[src/rtl/imem_loader.sv]
// Instruction-memory loader: builds little-endian 32-bit words from a host byte stream and writes them from word address 0.
// Optional trailing XOR checksum byte when IMEM_LOADER_CHECKSUM_EN is defined.
module imem_loader #(
  parameter int unsigned ADDR_W = 10,
  parameter int unsigned LEN_W  = 16
) (
  input  logic              clk,
  input  logic              reset,
  input  logic              start,
  input  logic              byte_valid,
  input  logic [7:0]        byte_data,
  output logic              byte_ready,
  output logic              wr_en,
  output logic [ADDR_W-1:0] wr_addr,
  output logic [31:0]       wr_data,
  output logic              core_hold,
  output logic              busy,
  output logic              done,
  output logic              err,
  output logic [LEN_W-1:0]  words_loaded
);

  localparam int unsigned DEPTH = 1 << ADDR_W;

`ifdef IMEM_LOADER_CHECKSUM_EN
  typedef enum logic [2:0] {S_IDLE, S_LEN_LO, S_LEN_HI, S_DATA, S_WRITE, S_CHK, S_DONE} state_t;
  localparam state_t S_FINISH = S_CHK;
`else
  typedef enum logic [2:0] {S_IDLE, S_LEN_LO, S_LEN_HI, S_DATA, S_WRITE, S_DONE} state_t;
  localparam state_t S_FINISH = S_DONE;
`endif

  state_t             state, state_nxt;
  logic [7:0]         len_lo;
  logic [LEN_W-1:0]   len;
  logic [LEN_W-1:0]   word_cnt;
  logic [1:0]         lane_idx;
  logic [ADDR_W-1:0]  addr;
  logic [31:0]        word;
  logic               accept;
  logic               in_range;
  logic               last_word;
  logic               idle_like;
  logic [LEN_W-1:0]   n_hdr;
`ifdef IMEM_LOADER_CHECKSUM_EN
  logic [7:0]         xsum;
`endif

  assign accept    = byte_valid & byte_ready;
  assign n_hdr     = LEN_W'({byte_data, len_lo});
  // word_cnt counts consumed words so termination still works once words_loaded saturates
  assign in_range  = 32'(words_loaded) < DEPTH;
  assign last_word = (word_cnt == len - LEN_W'(1));
  assign idle_like = (state == S_IDLE) || (state == S_DONE);
  assign busy      = ~idle_like;
  assign core_hold = ~idle_like;
  assign wr_addr   = addr;
  assign wr_data   = word;

  always_comb begin
    state_nxt  = state;
    byte_ready = 1'b0;
    wr_en      = 1'b0;
    case (state)
      S_IDLE, S_DONE: if (start) state_nxt = S_LEN_LO;
      S_LEN_LO: begin
        byte_ready = 1'b1;
        if (accept) state_nxt = S_LEN_HI;
      end
      S_LEN_HI: begin
        byte_ready = 1'b1;
        if (accept) state_nxt = (n_hdr == '0) ? S_FINISH : S_DATA;
      end
      S_DATA: begin
        byte_ready = 1'b1;
        if (accept && lane_idx == 2'd3) state_nxt = S_WRITE;
      end
      S_WRITE: begin
        wr_en     = in_range;
        state_nxt = last_word ? S_FINISH : S_DATA;
      end
`ifdef IMEM_LOADER_CHECKSUM_EN
      S_CHK: begin
        byte_ready = 1'b1;
        if (accept) state_nxt = S_DONE;
      end
`endif
      default: state_nxt = S_IDLE;
    endcase
  end

  always_ff @(posedge clk or negedge reset) begin
    if (!reset) begin
      state        <= S_IDLE;
      len_lo       <= '0;
      len          <= '0;
      word_cnt     <= '0;
      lane_idx     <= '0;
      addr         <= '0;
      word         <= '0;
      done         <= 1'b0;
      err          <= 1'b0;
      words_loaded <= '0;
`ifdef IMEM_LOADER_CHECKSUM_EN
      xsum         <= '0;
`endif
    end else begin
      state <= state_nxt;
      if (state_nxt == S_DONE && state != S_DONE) done <= 1'b1;
      case (state)
        S_IDLE, S_DONE: if (start) begin
          done         <= 1'b0;
          err          <= 1'b0;
          words_loaded <= '0;
          addr         <= '0;
          word_cnt     <= '0;
          lane_idx     <= '0;
`ifdef IMEM_LOADER_CHECKSUM_EN
          xsum         <= '0;
`endif
        end
        S_LEN_LO: if (accept) len_lo <= byte_data;
        S_LEN_HI: if (accept) len <= n_hdr;
        S_DATA: if (accept) begin
          word[{lane_idx, 3'b000} +: 8] <= byte_data;
          lane_idx <= lane_idx + 2'd1;
`ifdef IMEM_LOADER_CHECKSUM_EN
          xsum <= xsum ^ byte_data;
`endif
        end
        S_WRITE: begin
          word_cnt <= word_cnt + LEN_W'(1);
          // Address parks on the last word rather than wrapping; excess words only flag err
          if (in_range) begin
            words_loaded <= words_loaded + LEN_W'(1);
            if (addr != '1) addr <= addr + ADDR_W'(1);
          end else begin
            err <= 1'b1;
          end
        end
`ifdef IMEM_LOADER_CHECKSUM_EN
        S_CHK: if (accept && byte_data != xsum) err <= 1'b1;
`endif
        default: ;
      endcase
    end
  end

endmodule

[config.mk]
export PLATFORM = sky130hd
export DESIGN_NAME = imem_loader
export DESIGN_NICKNAME = d
export VERILOG_FILES = /design/src/rtl/imem_loader.sv
export SDC_FILE = /design/constraint.sdc
export NUM_CORES = 1
export LEC_CHECK = 0
export CORE_ASPECT_RATIO = 0.9
export CORE_UTILIZATION = 49
export CTS_CLUSTER_DIAMETER = 120
export DETAILED_ROUTE_END_ITERATION = 6
export GPL_TIMING_DRIVEN = 0
export PLACE_DENSITY = 0.81
export SETUP_SLACK_MARGIN = 0.5
export SLEW_MARGIN = 0
export SYNTH_ARGS = -nofsm -noshare
export SYNTH_HDL_FRONTEND = slang
export SYNTH_SLANG_ARGS = --single-unit
[constraint.sdc]
create_clock -name clk -period 2.2 [get_ports clk]
set_input_delay 0.33 -clock clk [delete_from_list [all_inputs] [get_ports clk]]
set_output_delay 0.33 -clock clk [all_outputs]
set_load 0.03 [all_outputs]
# After elaboration in Yosys (flattened, before gate mapping)
# Index checks and enable logic that the tools add are counted.
[classes]
n_addsub = 6
mul = 0
div_mod_pow = 0
n_lt_le_gt_ge = 1
n_eq_ne = 15
shift = 2
muxes = 27
n_bitwise = 2
n_reduce_logical = 17
[op_table]
columns = ["cell", "count"]
rows = [
  ["case mux 16 bit (2 select lines)", 2],
  ["adder 16 x 1 -> 16 bit (second input constant)", 2],
  ["bitwise mux 32 bit", 1],
  ["2-to-1 mux 16 bit", 2],
  ["variable shift 8 x 7 -> 32 bit (first input constant)", 1],
  ["indexed part select 8 x 7 -> 32 bit", 1],
  ["2-to-1 mux 10 bit", 3],
  ["case mux 10 bit (2 select lines)", 1],
  ["2-to-1 mux 3 bit", 6],
  ["== test 16 bit", 1],
  ["logical NOT 16 bit", 1],
  ["< comparator 16 x 11 -> 1 bit (second input constant)", 1],
  ["subtractor 16 x 1 -> 16 bit (second input constant)", 1],
  ["case mux 3 bit (5 select lines)", 1],
  ["adder 10 x 1 -> 10 bit (second input constant)", 1],
  ["!= test 10 bit (second input constant)", 1],
  ["!= test 2 bit (second input constant)", 5],
  ["== test 3 bit (second input constant)", 3],
  ["AND reduction 3 bit", 3],
  ["AND reduction 2 bit", 4],
  ["2-to-1 mux 1 bit", 7],
  ["negation 5 -> 7 bit", 1],
  ["== test 3 x 2 -> 1 bit (second input constant)", 2],
  ["2-to-1 mux 2 bit", 2],
  ["other kinds (15)", 17],
]
[word_totals]
register_bits = 105
latch_bits = 0
mem_bits_rw = 0
romBits = 0
input_bits = 12
output_inout_bits = 64
word_cells = 80
n_memories = 0

# Logic depth before layout (Yosys ltp)
# Gate-level depths: netlist of run 1.
[logic_depth]
word_depth = 12
ltp_mapped = 8
ltp_nobuf = 8

# Worst setup path after synthesis of run 1
# OpenSTA, ideal clock, no wires.
[synth_path]
path_type = "reg2reg"
from = "register len[0]"
to = "register state[1]"
setup_ns = 0.131
arrival_ns = 2.270
t_required_ns = 2.069
path_slack_ns = -0.201
stages_incl_launch_ff = 9
n_path_buf = 0
period_less_slack_ns = 2.401
path_cell_list = "dfrtp_1 > inv_1 > ha_1 > or3b_1 > or3_1 > or3b_1 > a32oi_1 > nor2_1 > or3_1"
[synth_via]
elab_chain_cells = 4
[synth_lines]
columns = ["item", "line_no", "source"]
rows = [
  ["from (decl)", "35", "logic [LEN_W-1:0] len;"],
  ["from (signal assigned)", "123", "S_LEN_HI: if (accept) len <= n_hdr;"],
  ["subtractor 16 x 1 -> 16 bit", "53", "assign last_word = (word_cnt == len - LEN_W'(1));"],
  ["== test 16 bit", "53", ""],
  ["2-to-1 mux 3 bit", "80", "state_nxt = last_word ? S_FINISH : S_DATA;"],
  ["case mux 3 bit (5 select lines)", "64", "case (state)"],
  ["named net state_nxt[1]", "33", "state_t state, state_nxt;"],
  ["to (signal assigned)", "108", "state <= state_nxt;"],
  ["to (decl)", "33", ""],
]
# The timed path passes the listed nets, and every way through them passes these cells.
# A chain may end at the register's enable or synchronous reset.

# Worst setup path after layout of run 1
[layout_path]
from = "register len[1]"
to = "register state[1]"
# The elaborated chain is that of the path after synthesis.

==> results of run 1 <==
-- Yosys cell counts, types with 2 or more instances --
library cell  number
dfrtp_1          105
or3_1              9
nor3_1            11
o211ai_1           2
nor2b_1            3
or3b_1             2
nor2_1            36
o21ai_0           64
or4_1              2
nand4_1           15
a31oi_1            4
mux2_2            21
and4_1             3
a21oi_1           18
inv_1             15
nor3b_2            2
o22ai_1            4
clkbuf_1          18
nand3_1           26
xor2_1            12
nor4_1             8
ha_1               9
nand2_1          106
o2111ai_1          2
or4_4              2
mux2i_1            2
xnor2_1           20
and3_1            12
and2_1             3
nand2b_1           3
o31ai_1            3
-- timing repair --
item	CTS	global route
gates resized for setup	311	132
cloned	4	6
pin swaps	85	43
endpoints found under the setup margin	160	107
setup buffers	43	40
endpoints found under the hold margin	36	0
hold buffers	1	0
-- worst max-delay path, stage by stage (launching register included) --
cell and delay [ns]:
dfrtp_1 0.41, buf_4 0.15, nor4_2 0.64, nand4_1 0.27
nor2b_1 0.21, a22oi_1 0.31, o21ai_0 0.21, or3_1 0.41
-- layout make-up --
class | instances | share of cell area, %
multi-input combinational | 420 | 40.3
sequential | 105 | 30.9
timing repair buffer | 169 | 18.9
buffer | 22 | 3.67
clock buffer | 10 | 2.80
tap | 129 | 1.89
inverter | 15 | 0.806
clock inverter | 6 | 0.777
-- state kept, by name, indices dropped and copies added (netlist names) --
signal and count:
wr_data 32, len 16, word_cnt 16, words_loaded 16, wr_addr 10, len_lo 8, state 3, lane_idx 2
done 1, err 1
-- power by group through the flow --
stage	Clock, µW	Combinational (µW)	Sequential [µW]
global route	1790	6050	3260
CTS	1660	4420	3050
floorplan	0	1800	3450
finish	1710	5840	3230
detailed placement	0	3410	3040
global placement	0	3270	3010
-- path summary, 6_finish.rpt --
kind	startpoint	endpoint	cells past startpoint
hold / removal	reset	wr_data[19]$_DFFE_PN0P_	2
hold reg to reg	wr_data[13]$_DFFE_PN0P_	wr_data[13]$_DFFE_PN0P_	2
min in group clk	wr_data[13]$_DFFE_PN0P_	wr_data[13]$_DFFE_PN0P_	2
setup / recovery	len[1]$_DFFE_PN0P_	state[1]$_DFF_PN0_	7
setup reg to reg	len[1]$_DFFE_PN0P_	state[1]$_DFF_PN0_	7
max in group asynchronous	reset	wr_addr[1]$_DFFE_PN0P_	3
-- routing by layer --
layer	wire [µm]	track usage, %	share of wire (%)
met3	2320	5.56	10
met4	1430	10.0	6.3
met5	0	0	0
met2	10500	52.8	47
met1	8350	39.8	37
-- through the flow --
stage	util [%]	cell area (µm²)	setup TNS, ns	power, µW	std cells
after floorplan	-	5350	-0.177	5240	561
after CTS	73.6	7600	-0.299	9140	830
after global placement	60.6	6260	-325.77	6280	765
after detailed placement	60.8	6280	-8.08	6450	766
final	82.6	8530	-1.41	10800	876
after global routing	82.6	8530	-1.80	11100	876
-- logic make-up (layout without fill, tap and decap cells) --
| group | count (synthesis) | count (layout) | share of synthesized area (%) |
|---|---|---|---|
| DFF | 105 | 105 | 50.1 |
| muxes | 23 | 23 | 4.90 |
| and+or+nand+nor | 249 | 249 | 23.1 |
| buffers and inverters | 37 | 222 | 2.89 |
| AOI/OAI and AO/OA | 106 | 107 | 11.5 |
| xor gates and xnor gates | 32 | 32 | 5.35 |
| adders and majority gates | 9 | 9 | 2.15 |
==> qor.yml, run 1 <==
place_ws_ns: -0.457
die_area_mm2: 0.0111
slew_headroom_pct: 53.4
vias: 5952
cp_max_fo: 5
wl_per_cell_um: 25.8
io_buffers: 75
finClkSkew_ns: 0.00925
num_antenna_cells: 0
drc: 6
clock-sinks: 105
yosys_warnings: 0
worst_setup_path_start_kind: "register"
switching_share_pct: 44.3
final_antenna_net_count: 0
chipHeight_um: 100
grt_overflow_total: 0
power.switching_uw: 4770
slew_viol_final: 0
layout_setup_ws_ns: -0.528
period_minus_slack_ns: 2.73
hold_ws_ns: 0.470
initial_core_util_pct: 50.7
seq_area_frac_synth_pct: 50.1
final_cell_mix: "100 x dfrtp_1, 61 x dlygate4sd2_1, 56 x nand2_1, 49 x buf_4, 42 x buf_6"
seq_power_share_pct: 30.0
synth_nets: 582
routabilityCongestion: 0.932
firstDrtPassIters: 7
row_count: 35
fill_cells: 442
cts_buffers: 9
total_leakage_power_uw: 0.00399
period_share_pct: 124
pwr-share-comb_pct: 54.1
final_common_cell: "dfrtp_1"
finalSetupViolations: 4
intPower_uw: 6010
cts_tree: "built"
grt_pass1_vias: 5125
synth_edf_count: 0
insertion_delay_ns: 0.37
synth_top_cell_by_area: "dfrtp_1"
tightest_slew_ns: 0.693
avgSynthCellArea_um2: 9.34
status: "finished with violations"
clockPowerShare_pct: 15.9
worst-r2r-setup-slack_ns: -0.53
ys_ff_latch: 105
multi_input_area_mm2: 0.00344
worstPathRequired_ns: 2.45
hold_viol_final: 0
clockBufferDepth: 2
register_area_mm2: 0.00263
cts-htree-levels: 3
peakVddDrop_mv: 0.652
clockRootBuffer: "clkbuf_16"
drt-total-wl_um: 22600
rsz0062_at_grt: "yes"
grt_pass1_wl_um: 26700
p_per_area_mw_per_mm2: 1260
track_usage_pct: 30.8
grt_max_degree: 70
fin_nets: 763
coreArea_mm2: 0.0103
io_pins: 76
cap_violations: 0
clk_pin_slew_ns: 0.07
synth_top_area_share_pct: 50.1
dieWidth_um: 111
viasPerCell: 6.79
syn_area_mm2: 0.00524
violations: "design-rule violations, negative setup slack"
synthArstFlopShare_pct: 100
ys_types: 50
syn2layout_area_growth_pct: 62.9
end_kind: "register"
arrival_ns: 2.98
synth_ff_type: "dfrtp_1"
dpl.hpwl_um: 9160
path_class: "register to register"
synthCells: 561
synthTopCellsByArea: "dfrtp_1 50%, nand2_1 7.6%, o21ai_0 6.1%"
fmax_mhz: 367
dr.first_iter.drc_count: 949
antenna_found_initial: 0
hold_class: "input pin to async pin"
drive_gt1_share_pct: 41.9
Power figures use the tool's default switching activity.
==> inputs of run 2 (changes only) <==
ABC_AREA = 1   (was not set)
CORE_UTILIZATION = 50   (was 49)
PLACE_DENSITY = 0.82   (was 0.81)
==> run 2 against run 1 <==
  * The flow finishes with violations (design-rule violations)
  * Combinational power fell by 27%
  * Sequential power decreased by 14%
  * Clock skew about the same
  * Die area rose by 2.3%
  * Synthesized area up 4.4%
  * Global-route usage fell by 3.6 points
  * Total power decreased by 19%
  * Via count down 3.6%
  * Critical endpoint is now wr_addr[9]$_DFFE_PN0P_
  * Largest cell class unchanged
==> qor.yml, run 2 <==
status: "finished with violations"
violations: "design-rule violations"
die_area_mm2: 0.0114  # +2.3%
peakVddDrop_mv: 0.743  # +14%
seq_area_frac_synth_pct: 48.0  # -2.1 points
synth_ff_type: "dfrtp_1"
period_share_pct: 97.8  # -26 points
cts_tree: "built"
vias: 5739  # -3.6%
ys_ff_latch: 105  # unchanged
chipHeight_um: 101  # +1.1%
drc: 2  # -4
dr.first_iter.drc_count: 520  # -45%
worst_setup_path_start_kind: "register"
firstDrtPassIters: 7  # unchanged
fin_nets: 881  # +15%
hold_viol_final: 0  # unchanged
final_area_mm2: 0.00769  # -9.9%
slew_headroom_pct: 62.3  # +8.8 points
cap_violations: 0  # unchanged
synth.most_common_cell: "nand2_1"
clock-sinks: 105  # unchanged
arrival_ns: 2.41  # -0.57 ns
slew_viol_final: 0  # unchanged
placed_area_mm2: 0.00644  # +2.5%
clockPowerShare_pct: 19.2  # +3.3 points
p_per_area_mw_per_mm2: 1130  # -10%
synthArstFlopShare_pct: 100  # unchanged
clockRootBuffer: "clkbuf_16"
tightest_slew_ns: 0.561  # -0.132 ns
ys_types: 42  # -16%
power.switching_uw: 3940  # -18%
placed_cells: 919  # +20%
routabilityCongestion: 0.844  # -9.4%
io_buffers: 75  # unchanged
num_antenna_cells: 0  # unchanged
initial_core_util_pct: 52.5  # +1.8 points
io_pins: 76  # unchanged
grt_max_degree: 77  # +10%
dpl.hpwl_um: 9870  # +7.7%
rr_worst_depth: 13  # +6
total_leakage_power_uw: 0.00392  # -1.7%
cts-htree-levels: 3  # unchanged
syn_area_mm2: 0.00547  # +4.4%
synth_top_area_share_pct: 48.0  # -2.1 points
end_kind: "register"
path_class: "register to register"
synthCells: 714  # +27%
final_antenna_net_count: 0  # unchanged
coreArea_mm2: 0.0104  # +0.85%
pwr-share-comb_pct: 48.8  # -5.3 points
final_cell_mix: "162 x nand2_1, 88 x inv_1, 85 x dfrtp_1, 74 x nor2_1, 59 x dlygate4sd2_1"
intPower_uw: 4770  # -21%
seq_power_share_pct: 32.0  # +2.0 points
synthTopCellsByCount: "177 x nand2_1, 105 x dfrtp_1, 100 x nor2_1, 93 x inv_1, 54 x o21ai_0"
synthTopCellsByArea: "dfrtp_1 48%, nand2_1 12%, nor2_1 6.9%"
finalSetupViolations: 0  # -4
finClkSkew_ns: 0.00948  # +0.000227 ns
rsz0062_at_grt: "yes"
switching_share_pct: 45.2  # +0.96 points
grt_pass1_wl_um: 24400  # -8.6%
grt_pass1_vias: 5198  # +1.4%
wl_per_cell_um: 17.1  # -34%
drive_gt1_share_pct: 25.8  # -16 points
clockBufferDepth: 2  # unchanged
insertion_delay_ns: 0.36  # about the same
avgSynthCellArea_um2: 7.66  # -18%
yosys_warnings: 0  # unchanged
cp_max_fo: 5  # unchanged
final_common_cell: "nand2_1"
clk_pin_slew_ns: 0.08  # about the same
antenna_found_initial: 0  # unchanged
dieWidth_um: 112  # +1.1%
drt-total-wl_um: 17000  # -25%
worstPathRequired_ns: 2.46  # about the same
grt_overflow_total: 0  # unchanged
track_usage_pct: 27.1  # -3.6 points
synth_edf_count: 0  # unchanged
stdcell_count: 994  # +13%
viasPerCell: 5.77  # -15%
synth_nets: 735  # +26%
cts_buffers: 9  # unchanged
synth_top_cell_by_area: "dfrtp_1"
fmax_mhz: 465  # +27%
hold_class: "input pin to async pin"
period_minus_slack_ns: 2.15  # -0.576 ns
largest_register_ffs: 32  # unchanged
row_count: 35  # unchanged
syn2layout_area_growth_pct: 40.6
==> run 2: final cells by class <==
cell class                 instances  area [µm²]
tap                              129         161
clock buffer                       9         225
sequential                       105        2650
buffer                            13        82.6
inverter                         100         398
timing repair buffer             135        1200
multi-input combinational        496        2890
fill                             686        2730
clock inverter                     7        85.1
==> run 2: path summary, 6_finish.rpt <==
check	from	endpoint	slack [ns]
worst max-delay path	state[0]$_DFF_PN0_	wr_addr[9]$_DFFE_PN0P_	0.05
worst min-delay path	reset	words_loaded[9]$_DFFE_PN0P_	0.45
worst max register to register	state[0]$_DFF_PN0_	wr_addr[9]$_DFFE_PN0P_	0.05
worst min register to register	wr_data[29]$_DFFE_PN0P_	wr_data[29]$_DFFE_PN0P_	0.51
max in group asynchronous	reset	len[3]$_DFFE_PN0P_	1.02
min in group clk	wr_data[29]$_DFFE_PN0P_	wr_data[29]$_DFFE_PN0P_	0.51
==> run 2: stage by stage <==
stage	hold WS (ns)	setup TNS [ns]	worst slack [ns]	utilization [%]	power, µW
CTS	0.459	0	0.335	68.2	7940
detailed placement	0.287	0	0.105	61.8	5950
floorplan	0.0344	0	0.385	-	4900
finish	0.449	0	0.0486	73.8	8700
global placement	0.497	-316.14	-3.35	61.6	5820
global route	0.485	-0.0592	-0.0592	73.8	9170
==> run 2: power groups by stage <==
stage	combinational (µW)	clock [µW]	sequential [µW]
3_5_place_dp	3210	0	2740
2_1_floorplan	1860	0	3040
6_report	4240	1670	2780
4_1_cts	3530	1670	2740
3_3_place_gp	3090	0	2730
5_1_grt	4580	1750	2840
==> run 2: kinds of logic (layout without fill, tap and decap cells) <==
group | after synthesis | count (layout) | share of synthesized area (%)
compound gates | 110 | 110 | 10.6
xor+xnor | 8 | 8 | 1.28
fa+ha+maj | 9 | 9 | 2.06
buf+inv | 113 | 264 | 7.98
flops | 105 | 105 | 48.0
mux | 3 | 3 | 0.572
simple gates | 366 | 366 | 29.5
==> run 2: metal layers <==
layer	up-vias	track usage [%]	wire, µm
met5	-	0	0
met4	0	13.2	802
met3	82	5.33	1310
met2	325	45.8	8130
met1	2757	33.9	6740
li1	2575	-	-
==> run 2: worst max-delay path, cell delays in order (launching register included) <==
cell and delay (ns):
dfrtp_2 0.45, nor2_4 0.17, nand2_2 0.06, nand2_2 0.09, inv_4 0.06, nor2_8 0.12, nor2_4 0.09, buf_12 0.14
nor2_8 0.15, nand3_2 0.10, nor2_2 0.14, nand2_1 0.12, xor2_1 0.17, nor2_1 0.21
==> run 2: what timing repair did <==
item,in CTS,in global routing
gates cloned,1,0
gates resized for setup,152,95
hold buffers,1,0
pin swaps,23,59
endpoints found under the hold margin,29,0
endpoints found under the setup margin,139,88
setup buffers,24,33
